### src/rtl/img_mem_xfer_ctrl_if.sv
// Image-command and DRAM lane bundle for the block-transfer sequencer.
// master = the sequencer; slave = processor plus DRAM side.
interface img_mem_xfer_ctrl_if #(
   parameter int AW    = 18,
   parameter int DW    = 16,
   parameter int LANES = 10
);
   logic                  start;
   logic [1:0]            mode;
   logic [AW-1:0]         src_base;
   logic [AW-1:0]         dst_base;
   logic [AW-1:0]         length;
   logic [DW-1:0]         fill_val;
   logic [DW-1:0]         thresh;
   logic                  busy;
   logic                  done;
   logic                  mem_we;
   logic [LANES*AW-1:0]   mem_a;
   logic [LANES*DW-1:0]   mem_wd;
   logic [LANES*DW-1:0]   mem_rd;

   modport master (
      input  start, mode, src_base, dst_base, length, fill_val, thresh, mem_rd,
      output busy, done, mem_we, mem_a, mem_wd
   );

   modport slave (
      output start, mode, src_base, dst_base, length, fill_val, thresh, mem_rd,
      input  busy, done, mem_we, mem_a, mem_wd
   );
endinterface

### src/rtl/img_mem_xfer_ctrl.sv
// Walks a pixel region LANES at a time: READ+WRITE per chunk (WRITE only for fill), then DONE.
// Done arrives 2*ceil(len/LANES)+1 cycles after start (fill: ceil+1); no backpressure, start ignored while busy.
module img_mem_xfer_ctrl #(
   parameter int AW    = 18,
   parameter int DW    = 16,
   parameter int LANES = 10
) (
   input  logic                clk,
   input  logic                rst_n,
   img_mem_xfer_ctrl_if.master bus
);
   typedef enum logic [1:0] {S_IDLE, S_READ, S_WRITE, S_DONE} state_t;

   localparam logic [1:0] M_COPY = 2'b00;
   localparam logic [1:0] M_INV  = 2'b01;
   localparam logic [1:0] M_FILL = 2'b10;

   state_t          state_q, state_d;
   logic [1:0]      mode_q, mode_d;
   logic [AW-1:0]   src_q, src_d;
   logic [AW-1:0]   dst_q, dst_d;
   logic [AW-1:0]   off_q, off_d;
   logic [AW-1:0]   rem_q, rem_d;
   logic [DW-1:0]   fill_q, fill_d;
   logic [DW-1:0]   thr_q, thr_d;
   logic [DW-1:0]   buf_q [LANES];
   logic [DW-1:0]   buf_d [LANES];

   logic [AW-1:0]       chunk;
   logic [LANES*AW-1:0] mem_a_c;
   logic [LANES*DW-1:0] mem_wd_c;

   assign chunk = (rem_q < AW'(LANES)) ? rem_q : AW'(LANES);

   function automatic logic [DW-1:0] xform(input logic [DW-1:0] px);
      logic [DW-1:0] r;
      case (mode_q)
         M_COPY:  r = px;
         M_INV:   r = ~px;
         M_FILL:  r = fill_q;
         default: r = (px >= thr_q) ? DW'(16'h00FF) : '0;
      endcase
      return r;
   endfunction

   always_ff @(posedge clk or negedge rst_n) begin
      if (!rst_n) begin
         state_q <= S_IDLE;
         mode_q  <= '0;
         src_q   <= '0;
         dst_q   <= '0;
         off_q   <= '0;
         rem_q   <= '0;
         fill_q  <= '0;
         thr_q   <= '0;
         for (int i = 0; i < LANES; i++) buf_q[i] <= '0;
      end else begin
         state_q <= state_d;
         mode_q  <= mode_d;
         src_q   <= src_d;
         dst_q   <= dst_d;
         off_q   <= off_d;
         rem_q   <= rem_d;
         fill_q  <= fill_d;
         thr_q   <= thr_d;
         for (int i = 0; i < LANES; i++) buf_q[i] <= buf_d[i];
      end
   end

   always_comb begin
      state_d = state_q;
      mode_d  = mode_q;
      src_d   = src_q;
      dst_d   = dst_q;
      off_d   = off_q;
      rem_d   = rem_q;
      fill_d  = fill_q;
      thr_d   = thr_q;
      for (int i = 0; i < LANES; i++) buf_d[i] = buf_q[i];

      case (state_q)
         S_IDLE: begin
            if (bus.start) begin
               mode_d  = bus.mode;
               src_d   = bus.src_base;
               dst_d   = bus.dst_base;
               fill_d  = bus.fill_val;
               thr_d   = bus.thresh;
               off_d   = '0;
               rem_d   = bus.length;
               if (bus.length == '0)        state_d = S_DONE;
               else if (bus.mode == M_FILL) state_d = S_WRITE;
               else                         state_d = S_READ;
            end
         end
         S_READ: begin
            for (int i = 0; i < LANES; i++) buf_d[i] = bus.mem_rd[i*DW +: DW];
            state_d = S_WRITE;
         end
         S_WRITE: begin
            off_d = off_q + chunk;
            rem_d = rem_q - chunk;
            if (rem_q == chunk)        state_d = S_DONE;
            else if (mode_q == M_FILL) state_d = S_WRITE;
            else                       state_d = S_READ;
         end
         default: state_d = S_IDLE;
      endcase
   end

   // Inactive lanes mirror lane 0 so the shared write enable only rewrites an in-region pixel.
   always_comb begin
      mem_a_c  = '0;
      mem_wd_c = '0;
      for (int i = 0; i < LANES; i++) begin
         if (state_q == S_READ) begin
            mem_a_c[i*AW +: AW] = src_q + off_q + ((AW'(i) < chunk) ? AW'(i) : '0);
         end else if (state_q == S_WRITE) begin
            mem_a_c[i*AW +: AW]  = dst_q + off_q + ((AW'(i) < chunk) ? AW'(i) : '0);
            mem_wd_c[i*DW +: DW] = xform((AW'(i) < chunk) ? buf_q[i] : buf_q[0]);
         end
      end
   end

   assign bus.busy   = (state_q != S_IDLE);
   assign bus.done   = (state_q == S_DONE);
   assign bus.mem_we = (state_q == S_WRITE);
   assign bus.mem_a  = mem_a_c;
   assign bus.mem_wd = mem_wd_c;
endmodule

### src/flat_wrapper.sv
// flat-port wrapper written by rule: the top's interface ports become plain ports
module img_mem_xfer_ctrl_flat 
#(
   parameter int AW    = 18,
   parameter int DW    = 16,
   parameter int LANES = 10
)
  (clk, rst_n, bus_start, bus_mode, bus_src_base, bus_dst_base, bus_length, bus_fill_val, bus_thresh, bus_mem_rd, bus_busy, bus_done, bus_mem_we, bus_mem_a, bus_mem_wd);
  img_mem_xfer_ctrl_if #(.AW(AW), .DW(DW), .LANES(LANES)) bus_i ();
  input  logic clk;
  input  logic rst_n;
  input wire logic [$bits(bus_i.start)-1:0] bus_start;
  input wire logic [$bits(bus_i.mode)-1:0] bus_mode;
  input wire logic [$bits(bus_i.src_base)-1:0] bus_src_base;
  input wire logic [$bits(bus_i.dst_base)-1:0] bus_dst_base;
  input wire logic [$bits(bus_i.length)-1:0] bus_length;
  input wire logic [$bits(bus_i.fill_val)-1:0] bus_fill_val;
  input wire logic [$bits(bus_i.thresh)-1:0] bus_thresh;
  input wire logic [$bits(bus_i.mem_rd)-1:0] bus_mem_rd;
  output wire logic [$bits(bus_i.busy)-1:0] bus_busy;
  output wire logic [$bits(bus_i.done)-1:0] bus_done;
  output wire logic [$bits(bus_i.mem_we)-1:0] bus_mem_we;
  output wire logic [$bits(bus_i.mem_a)-1:0] bus_mem_a;
  output wire logic [$bits(bus_i.mem_wd)-1:0] bus_mem_wd;
  assign bus_i.start = bus_start;
  assign bus_i.mode = bus_mode;
  assign bus_i.src_base = bus_src_base;
  assign bus_i.dst_base = bus_dst_base;
  assign bus_i.length = bus_length;
  assign bus_i.fill_val = bus_fill_val;
  assign bus_i.thresh = bus_thresh;
  assign bus_i.mem_rd = bus_mem_rd;
  assign bus_busy = bus_i.busy;
  assign bus_done = bus_i.done;
  assign bus_mem_we = bus_i.mem_we;
  assign bus_mem_a = bus_i.mem_a;
  assign bus_mem_wd = bus_i.mem_wd;
  img_mem_xfer_ctrl #(.AW(AW), .DW(DW), .LANES(LANES)) u_core (.clk(clk), .rst_n(rst_n), .bus(bus_i));
endmodule
### config.mk
export PLATFORM = sky130hd
export DESIGN_NAME = img_mem_xfer_ctrl_flat
export DESIGN_NICKNAME = d
export VERILOG_FILES = /design/src/rtl/img_mem_xfer_ctrl_if.sv /design/src/rtl/img_mem_xfer_ctrl.sv /design/src/flat_wrapper.sv
export SDC_FILE = /design/constraint.sdc
export NUM_CORES = 2
export LEC_CHECK = 0
export CORE_ASPECT_RATIO = 1.1
export CORE_UTILIZATION = 40
export CTS_CLUSTER_SIZE = 20
export DETAILED_ROUTE_END_ITERATION = 16
export PLACE_DENSITY = 0.65
export SYNTH_ARGS = -nofsm -noshare
export SYNTH_HDL_FRONTEND = slang
export SYNTH_SLANG_ARGS = --single-unit
### constraint.sdc
create_clock -name clk -period 8.37 [get_ports clk]
set_input_delay 2.0925 -clock clk [delete_from_list [all_inputs] [get_ports clk]]
set_output_delay 2.0925 -clock clk [all_outputs]
set_load 0.005 [all_outputs]
==> impl_metrics.ini <==
[clocking]
clkTransAtPathRegs_ns = 0.06
ctsHoldBuffers = 0
cts_buffer_depth = 3
clock_latency_ns = 0.59
root_buffer = clkbuf_16
htreeDepth = 2
numCtsBuffers = 34
cts_resized = 0
clock-sinks = 268
cts_tree = built

[min_path]
hold_path.class = flop to flop
worstHoldStart = u_core.fill_q[11]$_DFFE_PN0P_
whs_path_depth = 2
hold_end = u_core.fill_q[11]$_DFFE_PN0P_

[sta]
maxSlewHeadroom_pct = 17.2
final.min_clock_period_ns = 8.00
max_freq_mhz = 125
setup_violations = 0
tns_ns = 0
clock_skew_ns = 0.0371
worstMarginPinSlew_ns = 1.23
rsz0062_at_grt = no
period_share_pct = 95.5
maxSlewViolCount = 0
hold_viol = 0

[floorplan]
io_pins = 594
die-area_sq_um = 71200
fp.dieW_um = 255
rows = 101
start_util_pct = 40.5
coreArea_sq_um = 69300
die_y_um = 280

[grt]
grt_pass1_wl_mm = 190
grt_pass1_vias = 28500
track_usage_pct = 36.1
grt-ovfl-total = 0
grt_start_max_net_pins = 174
antenna_found_initial = 14

[yosys]
syn_inst = 3796
netlist_area_sq_um = 28100
ys_ff_latch = 268
synth_ff_type = dfrtp_1
synth_cell_types = 108
ys_seq_area_share_pct = 23.9
synthArstFlopShare_pct = 100
syn_avg_cell_area_sq_um = 7.39
synth-edff-count = 0
yosysWarnings = 0

[place]
dp_hpwl_mm = 99.4
gp_congestion = 0.988
io_buffers = 593

[route]
ant_nets = 0
wl_per_cell_um = 25.4
drt_iter0_drc = 2752
routed_wl_mm = 132
vias = 30300
drc = 0
via_per_inst = 5.83
first_pass_iters = 7

[run_status]
status = completed

[critical_path]
cp_cell_sequence = or4_4 > and4b_1 > nand2_4 > a21oi_4 > buf_4 > mux2i_1 > inv_2 > ha_1 > a21o_1 > a21o_1 > a21oi_1 > o21ai_0 > nand3_1 > a31o_2 > a221oi_1 > clkdlybuf4s50_1
r2r_slack_ns = 3.95
arrival_ns = 5.90
cp.required_ns = 6.28
r2r-start = u_core.rem_q[7]$_DFFE_PN0P_
start_kind = flop
timing.rr.end = u_core.off_q[17]$_DFFE_PN0P_
end_kind = output port
rr_worst_depth = 16
cp_max_fo = 27
crit_top_cell = a21o_1
cp_slowest_cell = a221oi_1
crit_type = flop to output port
max_stage_delay_ns = 0.80

[finish]
area_delta_synth_final_pct = 27.9
drive_gt1_share_pct = 5.93
fin_nets = 4752

[flow_run]
drv_cap = 0
cells in the mapped netlist (8+ instances only):
library cell	instances	area (sq um)
a211oi_1	16	120
a21o_1	89	668
a21oi_1	236	1180
a221oi_1	44	385
a22o_1	21	184
a311oi_1	12	105
a31oi_1	12	75.1
and2_1	27	169
and3_1	11	68.8
buf_1	31	116
buf_2	14	70.1
buf_4	12	90.1
clkbuf_1	202	758
dfrtp_1	268	6710
fa_1	9	180
ha_1	253	3170
inv_1	148	556
inv_2	11	41.3
mux2_2	15	169
mux2i_1	122	1220
mux2i_2	9	124
nand2_1	849	3190
nand2b_1	31	194
nand3_1	63	315
nand4_1	14	87.6
nor2_1	386	1450
nor2b_1	18	113
nor3_1	40	200
nor4_1	15	93.8
o211a_1	8	80.1
o211ai_1	8	60.1
o21a_1	8	60.1
o21ai_0	171	856
o21ai_1	31	155
o22a_1	8	70.1
o22ai_1	131	820
or3_1	9	56.3
xnor2_1	166	1450
xor2_1	115	1010
how the worst max path moves through the flow:
stage / from / cells past startpoint / end / slack, ns
floorplan: u_core.rem_q[7]$_DFFE_PN0P_ / 21 / bus_mem_wd[16] / 1.84
global placement: u_core.rem_q[7]$_DFFE_PN0P_ / 22 / bus_mem_wd[16] / 0.82
detailed placement: u_core.rem_q[7]$_DFFE_PN0P_ / 22 / bus_mem_wd[16] / 0.77
CTS: u_core.rem_q[7]$_DFFE_PN0P_ / 22 / bus_mem_wd[16] / 0.15
global route: u_core.rem_q[7]$_DFFE_PN0P_ / 19 / bus_mem_wd[50] / 0.02
finish: u_core.rem_q[7]$_DFFE_PN0P_ / 16 / bus_mem_wd[82] / 0.37
metal layers:
metal  vias to the layer above  share of wire [%]  global-route usage [%]
met2                      1606                 47                    60.7
met4                        12                5.6                    18.5
li1                      13900                  -                       -
met1                     14400                 38                    43.4
met3                       364                8.8                    6.99
met5                         -              0.051                       0
per-stage QoR:
| stage | hold WS (ns) | setup slack, ns | std cells | instance area (sq um) | utilization (%) |
|---|---|---|---|---|---|
| floorplan | 0.438 | 1.84 | 3808 | 28100 | - |
| global placement | 0.456 | 0.823 | 5128 | 34700 | 50.1 |
| detailed placement | 0.462 | 0.773 | 5128 | 34700 | 50.1 |
| CTS | 0.476 | 0.153 | 5188 | 35800 | 51.7 |
| global route | 0.499 | 0.0244 | 5193 | 35900 | 51.8 |
| finish | 0.472 | 0.375 | 5200 | 35900 | 51.8 |
sequential cells by signal, indices dropped and copies added, names as in the netlist:
| name | count |
|---|---|
| u_core.buf_q | 160 |
| u_core.dst_q | 18 |
| u_core.fill_q | 16 |
| u_core.mode_q | 2 |
| u_core.off_q | 18 |
| u_core.rem_q | 18 |
| u_core.src_q | 18 |
| u_core.state_q | 2 |
| u_core.thr_q | 16 |
critical path: cells and delay by family (launching register included):
family / cells / cell delay (ns)
adder cells (fa/ha/maj): 1 / 0.28
flip-flops: 1 / 0.40
AND/OR/NAND/NOR: 4 / 1.35
multiplexers: 1 / 0.25
AO/OA/AOI/OAI: 7 / 2.01
buffers and inverters: 3 / 1.06
cell families after synthesis:
family                   count (synthesis)  synth area share, %
AND/OR/NAND/NOR                       1516                 22.9
AO/OA/AOI/OAI                          878                 20.1
buffers and inverters                  428                 6.20
XOR/XNOR                               288                 9.18
flip-flops                             268                 23.9
adder cells (fa/ha/maj)                262                 11.9
multiplexers                           154                 5.85
other                                    2               0.0268
timing repair:
item                                    4_1_cts  5_1_grt
hold endpoints to repair                      0        0
endpoints found under the setup margin        0        8
setup buffers                                 0        2
layout by cell type, fill, tap and decap left out, types with 15 or more instances in the layout:
| cell | count |
|---|---|
| xor2_1 | 114 |
| nor2b_1 | 17 |
| buf_4 | 66 |
| nor4_1 | 15 |
| and2_1 | 26 |
| clkdlybuf4s50_1 | 592 |
| inv_1 | 146 |
| mux2i_1 | 122 |
| o21ai_1 | 31 |
| mux2_2 | 15 |
| dfrtp_1 | 266 |
| nand3_1 | 63 |
| xnor2_1 | 165 |
| a22o_1 | 21 |
| nand2b_1 | 29 |
| nand2_1 | 848 |
| a211oi_1 | 15 |
| o21ai_0 | 171 |
| nor3_1 | 40 |
| nor2_1 | 384 |
| a21o_1 | 89 |
| clkbuf_16 | 34 |
| o22ai_1 | 131 |
| a221oi_1 | 44 |
| a21oi_1 | 236 |
| ha_1 | 253 |
area by class of cell:
cell class / instances / area, sq um
diodes: 10 / 25.0
clock buffers: 41 / 937
clock inverters: 19 / 191
fillers: 6959 / 33400
inverters: 161 / 606
multi-input cells: 3112 / 19800
flip-flops and latches: 268 / 6710
well taps: 927 / 1160
repair buffers: 662 / 6500
Power is left out: the tool's default activity adds up to more than one toggle a clock period on the data nets, which glitch-free logic cannot reach.
